## src/rtl/passcode_verifier_pkg.sv

```systemverilog
// Shared definitions for the passcode verifier and the lock mode controller.
//   - DIGIT_W / NUM_DIGITS : default digit width and passcode length
//   - digit_t / passcode_t : one digit, and a full passcode as a packed array
//   - state_t              : verifier FSM states
//   - lock_mode_t          : top-level lock mode encoding (used by the mode controller)
package passcode_verifier_pkg;

    localparam int DIGIT_W    = 4;
    localparam int NUM_DIGITS = 6;

    typedef logic [DIGIT_W-1:0]        digit_t;
    typedef digit_t [NUM_DIGITS-1:0]   passcode_t;

    typedef enum logic [1:0] {
        ST_COLLECT = 2'd0,
        ST_EVAL    = 2'd1,
        ST_LOCKOUT = 2'd2
    } state_t;

    typedef enum logic [1:0] {
        MODE_SET      = 2'd0,
        MODE_LOCKED   = 2'd1,
        MODE_LOCKOUT  = 2'd2,
        MODE_UNLOCKED = 2'd3
    } lock_mode_t;

endpackage

```

## src/rtl/passcode_verifier_lockout_timer.sv

```systemverilog
// Lockout countdown timer.
//   clk  : system clock
//   rst  : asynchronous active-high reset
//   load : loads LOCKOUT_CYCLES-1 into the counter
//   done : high in the last counted cycle (counter == 1); the owner leaves
//          lockout on the following edge, at which the counter reaches 0
module passcode_verifier_lockout_timer #(
    parameter int LOCKOUT_CYCLES = 50_000_000
) (
    input  logic clk,
    input  logic rst,
    input  logic load,
    output logic done
);

    localparam int CNT_W = $clog2(LOCKOUT_CYCLES);
    localparam logic [CNT_W-1:0] LOAD_VAL = CNT_W'(LOCKOUT_CYCLES - 1);

    logic [CNT_W-1:0] count_reg;

    always_ff @(posedge clk or posedge rst) begin
        if (rst) begin
            count_reg <= '0;
        end else if (load) begin
            count_reg <= LOAD_VAL;
        end else if (count_reg != '0) begin
            count_reg <= count_reg - CNT_W'(1);
        end
    end

    assign done = (count_reg == CNT_W'(1));

endmodule

```

## src/rtl/passcode_verifier.sv

```systemverilog
// Passcode verifier: stores a new passcode (set mode) or checks an entry
// against the stored one (verify mode), counts consecutive failures and
// enforces a timed lockout.
//   clk, rst        : clock, asynchronous active-high reset
//   set_mode        : 1 = define new passcode, 0 = verify (taken while digit_cnt==0)
//   digit_in        : entered digit, qualified by digit_valid
//   entry_done      : end-of-entry strobe
//   match/fail      : one-cycle verify result pulses
//   set_ok/set_err  : one-cycle set result pulses
//   locked_out      : high during lockout
//   attempts        : consecutive failures, saturating at 3
//   pw_valid        : a passcode has been committed since reset
//   digit_cnt       : digits accepted in the current entry
module passcode_verifier #(
    parameter int NUM_DIGITS     = passcode_verifier_pkg::NUM_DIGITS,
    parameter int DIGIT_W        = passcode_verifier_pkg::DIGIT_W,
    parameter int MAX_ATTEMPTS   = 3,
    parameter int LOCKOUT_CYCLES = 50_000_000
) (
    input  logic               clk,
    input  logic               rst,
    input  logic               set_mode,
    input  logic [DIGIT_W-1:0] digit_in,
    input  logic               digit_valid,
    input  logic               entry_done,
    output logic               match,
    output logic               fail,
    output logic               set_ok,
    output logic               set_err,
    output logic               locked_out,
    output logic [1:0]         attempts,
    output logic               pw_valid,
    output logic [2:0]         digit_cnt
);

    import passcode_verifier_pkg::*;

    if (MAX_ATTEMPTS < 1 || MAX_ATTEMPTS > 3) begin : g_bad_max_attempts
        $error("MAX_ATTEMPTS must be in 1..3");
    end
    if (NUM_DIGITS < 1 || NUM_DIGITS > 7) begin : g_bad_num_digits
        $error("NUM_DIGITS must be in 1..7 to fit the 3-bit digit_cnt");
    end
    if (LOCKOUT_CYCLES < 2) begin : g_bad_lockout
        $error("LOCKOUT_CYCLES must be at least 2");
    end

    localparam logic [2:0] FULL_CNT = 3'(NUM_DIGITS);
    localparam logic [1:0] MAX_ATT  = 2'(MAX_ATTEMPTS);

    state_t                              state_reg, state_next;
    logic [2:0]                          cnt_reg, cnt_next;
    logic                                mismatch_reg, mismatch_next;
    logic                                overflow_reg, overflow_next;
    logic                                mode_reg, mode_next;
    logic                                pw_valid_reg, pw_valid_next;
    logic [1:0]                          attempts_reg, attempts_next;
    logic [NUM_DIGITS-1:0][DIGIT_W-1:0]  stored_reg, stored_next;
    logic [NUM_DIGITS-1:0][DIGIT_W-1:0]  shadow_reg, shadow_next;
    logic                                timer_load, timer_done;
    logic                                eff_mode, entry_complete;

    passcode_verifier_lockout_timer #(
        .LOCKOUT_CYCLES(LOCKOUT_CYCLES)
    ) u_timer (
        .clk  (clk),
        .rst  (rst),
        .load (timer_load),
        .done (timer_done)
    );

    always_ff @(posedge clk or posedge rst) begin
        if (rst) begin
            state_reg    <= ST_COLLECT;
            cnt_reg      <= '0;
            mismatch_reg <= 1'b0;
            overflow_reg <= 1'b0;
            mode_reg     <= 1'b0;
            pw_valid_reg <= 1'b0;
            attempts_reg <= '0;
            stored_reg   <= '0;
            shadow_reg   <= '0;
        end else begin
            state_reg    <= state_next;
            cnt_reg      <= cnt_next;
            mismatch_reg <= mismatch_next;
            overflow_reg <= overflow_next;
            mode_reg     <= mode_next;
            pw_valid_reg <= pw_valid_next;
            attempts_reg <= attempts_next;
            stored_reg   <= stored_next;
            shadow_reg   <= shadow_next;
        end
    end

    always_comb begin
        state_next     = state_reg;
        cnt_next       = cnt_reg;
        mismatch_next  = mismatch_reg;
        overflow_next  = overflow_reg;
        mode_next      = mode_reg;
        pw_valid_next  = pw_valid_reg;
        attempts_next  = attempts_reg;
        stored_next    = stored_reg;
        shadow_next    = shadow_reg;
        match          = 1'b0;
        fail           = 1'b0;
        set_ok         = 1'b0;
        set_err        = 1'b0;
        locked_out     = 1'b0;
        timer_load     = 1'b0;
        // The mode register tracks set_mode until the first digit lands, so
        // the first digit itself must use the live input.
        eff_mode       = (cnt_reg == 3'd0) ? set_mode : mode_reg;
        entry_complete = (cnt_reg == FULL_CNT) && !overflow_reg;

        case (state_reg)
            ST_COLLECT: begin
                if (cnt_reg == 3'd0) begin
                    mode_next = set_mode;
                end
                if (digit_valid) begin
                    if (cnt_reg < FULL_CNT) begin
                        if (eff_mode) begin
                            shadow_next[cnt_reg] = digit_in;
                        end else if (digit_in != stored_reg[cnt_reg]) begin
                            mismatch_next = 1'b1;
                        end
                        cnt_next = cnt_reg + 3'd1;
                    end else begin
                        overflow_next = 1'b1;
                    end
                end
                if (entry_done) begin
                    state_next = ST_EVAL;
                end
            end

            ST_EVAL: begin
                state_next    = ST_COLLECT;
                cnt_next      = '0;
                mismatch_next = 1'b0;
                overflow_next = 1'b0;
                if (mode_reg) begin
                    if (entry_complete) begin
                        stored_next   = shadow_reg;
                        pw_valid_next = 1'b1;
                        set_ok        = 1'b1;
                        attempts_next = '0;
                    end else begin
                        set_err = 1'b1;
                    end
                end else if (!pw_valid_reg) begin
                    // Nothing to compare against: reject without penalty.
                    fail = 1'b1;
                end else if (entry_complete && !mismatch_reg) begin
                    match         = 1'b1;
                    attempts_next = '0;
                end else begin
                    fail          = 1'b1;
                    attempts_next = (attempts_reg == 2'd3) ? 2'd3 : attempts_reg + 2'd1;
                    if (attempts_next >= MAX_ATT) begin
                        // locked_out rises with the fail pulse; this cycle is
                        // the first of the LOCKOUT_CYCLES locked cycles.
                        state_next = ST_LOCKOUT;
                        locked_out = 1'b1;
                        timer_load = 1'b1;
                    end
                end
            end

            ST_LOCKOUT: begin
                locked_out = 1'b1;
                if (timer_done) begin
                    attempts_next = '0;
                    state_next    = ST_COLLECT;
                end
            end

            default: begin
                state_next = ST_COLLECT;
            end
        endcase
    end

    assign attempts  = attempts_reg;
    assign pw_valid  = pw_valid_reg;
    assign digit_cnt = cnt_reg;

endmodule

```

## config.mk

```make
export PLATFORM = sky130hd
export DESIGN_NAME = passcode_verifier
export DESIGN_NICKNAME = d
export VERILOG_FILES = /design/src/rtl/passcode_verifier_pkg.sv /design/src/rtl/passcode_verifier_lockout_timer.sv /design/src/rtl/passcode_verifier.sv
export SDC_FILE = /design/constraint.sdc
export NUM_CORES = 1
export LEC_CHECK = 0
export BUFFER_PORTS_ARGS = -buffer_cell sky130_fd_sc_hd__buf_2
export CORE_MARGIN = 2
export CORE_UTILIZATION = 30
export CTS_CLUSTER_SIZE = 25
export DETAILED_ROUTE_END_ITERATION = 6
export HOLD_SLACK_MARGIN = 0.03
export SYNTH_ARGS = -nofsm -noshare
export SYNTH_HDL_FRONTEND = slang
export SYNTH_SLANG_ARGS = --single-unit
```

## constraint.sdc

```tcl
create_clock -name clk -period 3.85 [get_ports clk]
set_clock_uncertainty 0.2 [all_clocks]
set_input_delay 0.1925 -clock clk [delete_from_list [all_inputs] [get_ports clk]]
set_output_delay 0.1925 -clock clk [all_outputs]
set_load 0.01 [all_outputs]
```

==> reports/results.tsv <==
metric	value	unit
Resized cells post-CTS	0	
share of layout cells above drive strength 1	26.4	%
post-synthesis cell count	364	
Vias	2781	
crit-path cells	inv_1, ha_1, nand3b_1, nor2_1, nor2_1, and3_1, o21a_1, buf_2	
clk_lat worst skew	340	ps
PwrDens	380	nW/um2
VDD IR max	0.000199	V
XOR/XNOR share of the synthesized area	4.62	%
CTS max path bufs	2	
CTS sink count	85	
Setup Buffers After CTS	0	
CP Capture Type	primary output	
Worst Hold Path Cells	2	
Max-Slew Margin vs Limit	22.3	%
reg-to-reg slack, setup	910	ps
slowest stage delay, CP	710	ps
Final Cycle Share	82.2	%
WS Path Type	flip-flop to primary output	
commonest non-fill, non-tap cell in the layout	dfrtp_1	
worst-margin pin slew	1160	ps
Worst EP required	3460	ps
Tmin final	3160	ps
Simple-Gate Fraction of Synth Area	15.3	%
DRT iter0 DRCs	202	
dpl cell area	4470	um2
vias per cell	4.84	
Post-synth EDFFs	0	
Mean Syn Cell Area	11.4	um2
Routed WL	8480	um
Synth top area share	51.0	%
gr usage total	12.4	%
arrival time worst endpoint	2770	ps
most area-hungry cell type in the Yosys netlist	dfrtp_1	
initial antenna violation count	0	
Synth cell types	50	
max FFs per register	26	
synth warn	0	
most used cell, CP	nor2_1	
global-route wire length before repair	14400	um
Final Wtd Congestion	0.800	
Hold Path End	shadow_reg[4]	
Routed Antenna Nets	0	
io pins	20	
Lkg Pwr	2.35	nW
Post-layout nets	407	
CTS buffer count	9	
Max Cap Viol	0	
reg2reg path depth	7	
largest net degree at the start of global routing	54	
Starting Density	30.4	%
Crit Path Max Fanout	13	
Reg clk slew, reported paths	60	ps
DIE WIDTH	122	um
Post-Place Worst Slack	940	ps
Compound-Gate Fraction of Synth Area	6.24	%
DRC errors left	0	
CTS Hold Bufs	5	
Final Worst Setup Slack	685	ps
main combinational cell family by area after synthesis	multiplexers	
HP Class	input pin to flip-flop	
RSZ-0062 raised after global routing	false	
post-route cell area	4830	um2
commonest non-fill, non-tap cells in the layout	85 x dfrtp_1, 51 x mux2_2, 30 x nand2_1	
status	finished clean	
DIE HEIGHT	122	um
total grt overflow	0	
CP max-delay cell	dfrtp_1	
# diodes	0	
multiplexer area fraction after synthesis	17.7	%
H-tree depth	3	
flop and latch count out of synthesis	85	
DRT Pass-1 Iters	4	
floorplan row count	43	
register area share after synthesis	51.0	%
top cells by area, synth	dfrtp_1 51%, mux2_2 14%, xor2_1 4.0%	
number of global-route vias before repair	2805	
Max Transition Viols Final	0	
startpoint types	flip-flop	
CTS root buffer	clkbuf_16	
setup TNS	0	ps
die area	14900	um2
Async SR Flop Fraction	100	%
Critical R2R Launch	digit_cnt[1]	
RR Endpoint	shadow_reg[16]	
Max Fclk	316	MHz
Synth Flop Type	dfrtp_1	
core area	13700	um2
HP Start	digit_in[0]	
P&R area growth vs syn	15.9	%
Core Util, Final	35.2	%
Synth Area in Adders	2.70	%
Cell Area, Synth	4170	um2
final number of hold-violating endpoints	0	
Post-DP HPWL	5690	um
CTS tree	built	
Avg WL per Cell	14.8	um
Post-Syn Nets	382	
port buffer count	19	
dpl cells	553	
final setup fails	0	
Finished Layout Cells	574	
## cells in the mapped netlist, types with 6 or more instances
master	count
nand3_1	19
xor2_1	19
nor4_1	6
ha_1	9
inv_1	12
nand2_1	30
dfrtp_1	85
nor2_1	26
mux2i_1	8
a21oi_1	10
clkbuf_1	10
o21ai_0	6
nand2b_1	7
mux2_2	51
## layout make-up
class / count / area, um2
fill: 1325 / 8890
sequential: 85 / 2130
multi-input combinational: 253 / 1950
clock buffer: 11 / 253
tap: 180 / 225
timing repair buffer: 28 / 175
clock inverter: 5 / 57.6
inverter: 12 / 46.3
## how the worst max path moves through the flow
| stage | startpoint | end | cells after the start |
|---|---|---|---|
| final | digit_cnt[0] | locked_out | 8 |
| after CTS | digit_cnt[0] | locked_out | 8 |
| after floorplan | digit_cnt[0] | shadow_reg[16] | 8 |
| after detailed placement | digit_cnt[1] | shadow_reg[18] | 7 |
| after global placement | digit_cnt[1] | shadow_reg[19] | 7 |
| after global routing | digit_cnt[0] | locked_out | 8 |
## worst max-delay path: cells and delay by family, from the launching register on
| family | cells | cell delay [ps] |
|---|---|---|
| flip-flops | 1 | 710 |
| buffers and inverters | 2 | 350 |
| AO/OA/AOI/OAI | 1 | 210 |
| AND/OR/NAND/NOR | 4 | 900 |
| adder cells (fa/ha/maj) | 1 | 260 |
## through the flow
| stage | power [mW] | hold WS, ps |
|---|---|---|
| after floorplan | 0.932 | 143 |
| after global placement | 0.951 | 219 |
| after detailed placement | 0.951 | 234 |
| after CTS | 1.86 | 31.7 |
| after global routing | 1.90 | 59.0 |
| final | 1.83 | 43.6 |
## routing by layer
metal | vias up | global-route usage (%) | share of wire, %
met4 | 0 | 4.74 | 1.4
met2 | 33 | 18.8 | 46
li1 | 1340 | - | -
met5 | - | 0 | 0
met1 | 1398 | 17.3 | 50
met3 | 10 | 2.67 | 3.0
## kinds of logic after synthesis
| logic type | Yosys count |
|---|---|
| flip-flops | 85 |
| adder cells (fa/ha/maj) | 9 |
| multiplexers | 63 |
| AND/OR/NAND/NOR | 120 |
| XOR/XNOR | 22 |
| AO/OA/AOI/OAI | 39 |
| buffers and inverters | 26 |
## report_power, final
part	switching [mW]	total, mW	internal, mW
Sequential	0.00320	0.897	0.894
Combinational	0.0290	0.0403	0.0113
Clock	0.358	0.897	0.539
Note: power is estimated with default switching activity, not from simulation.
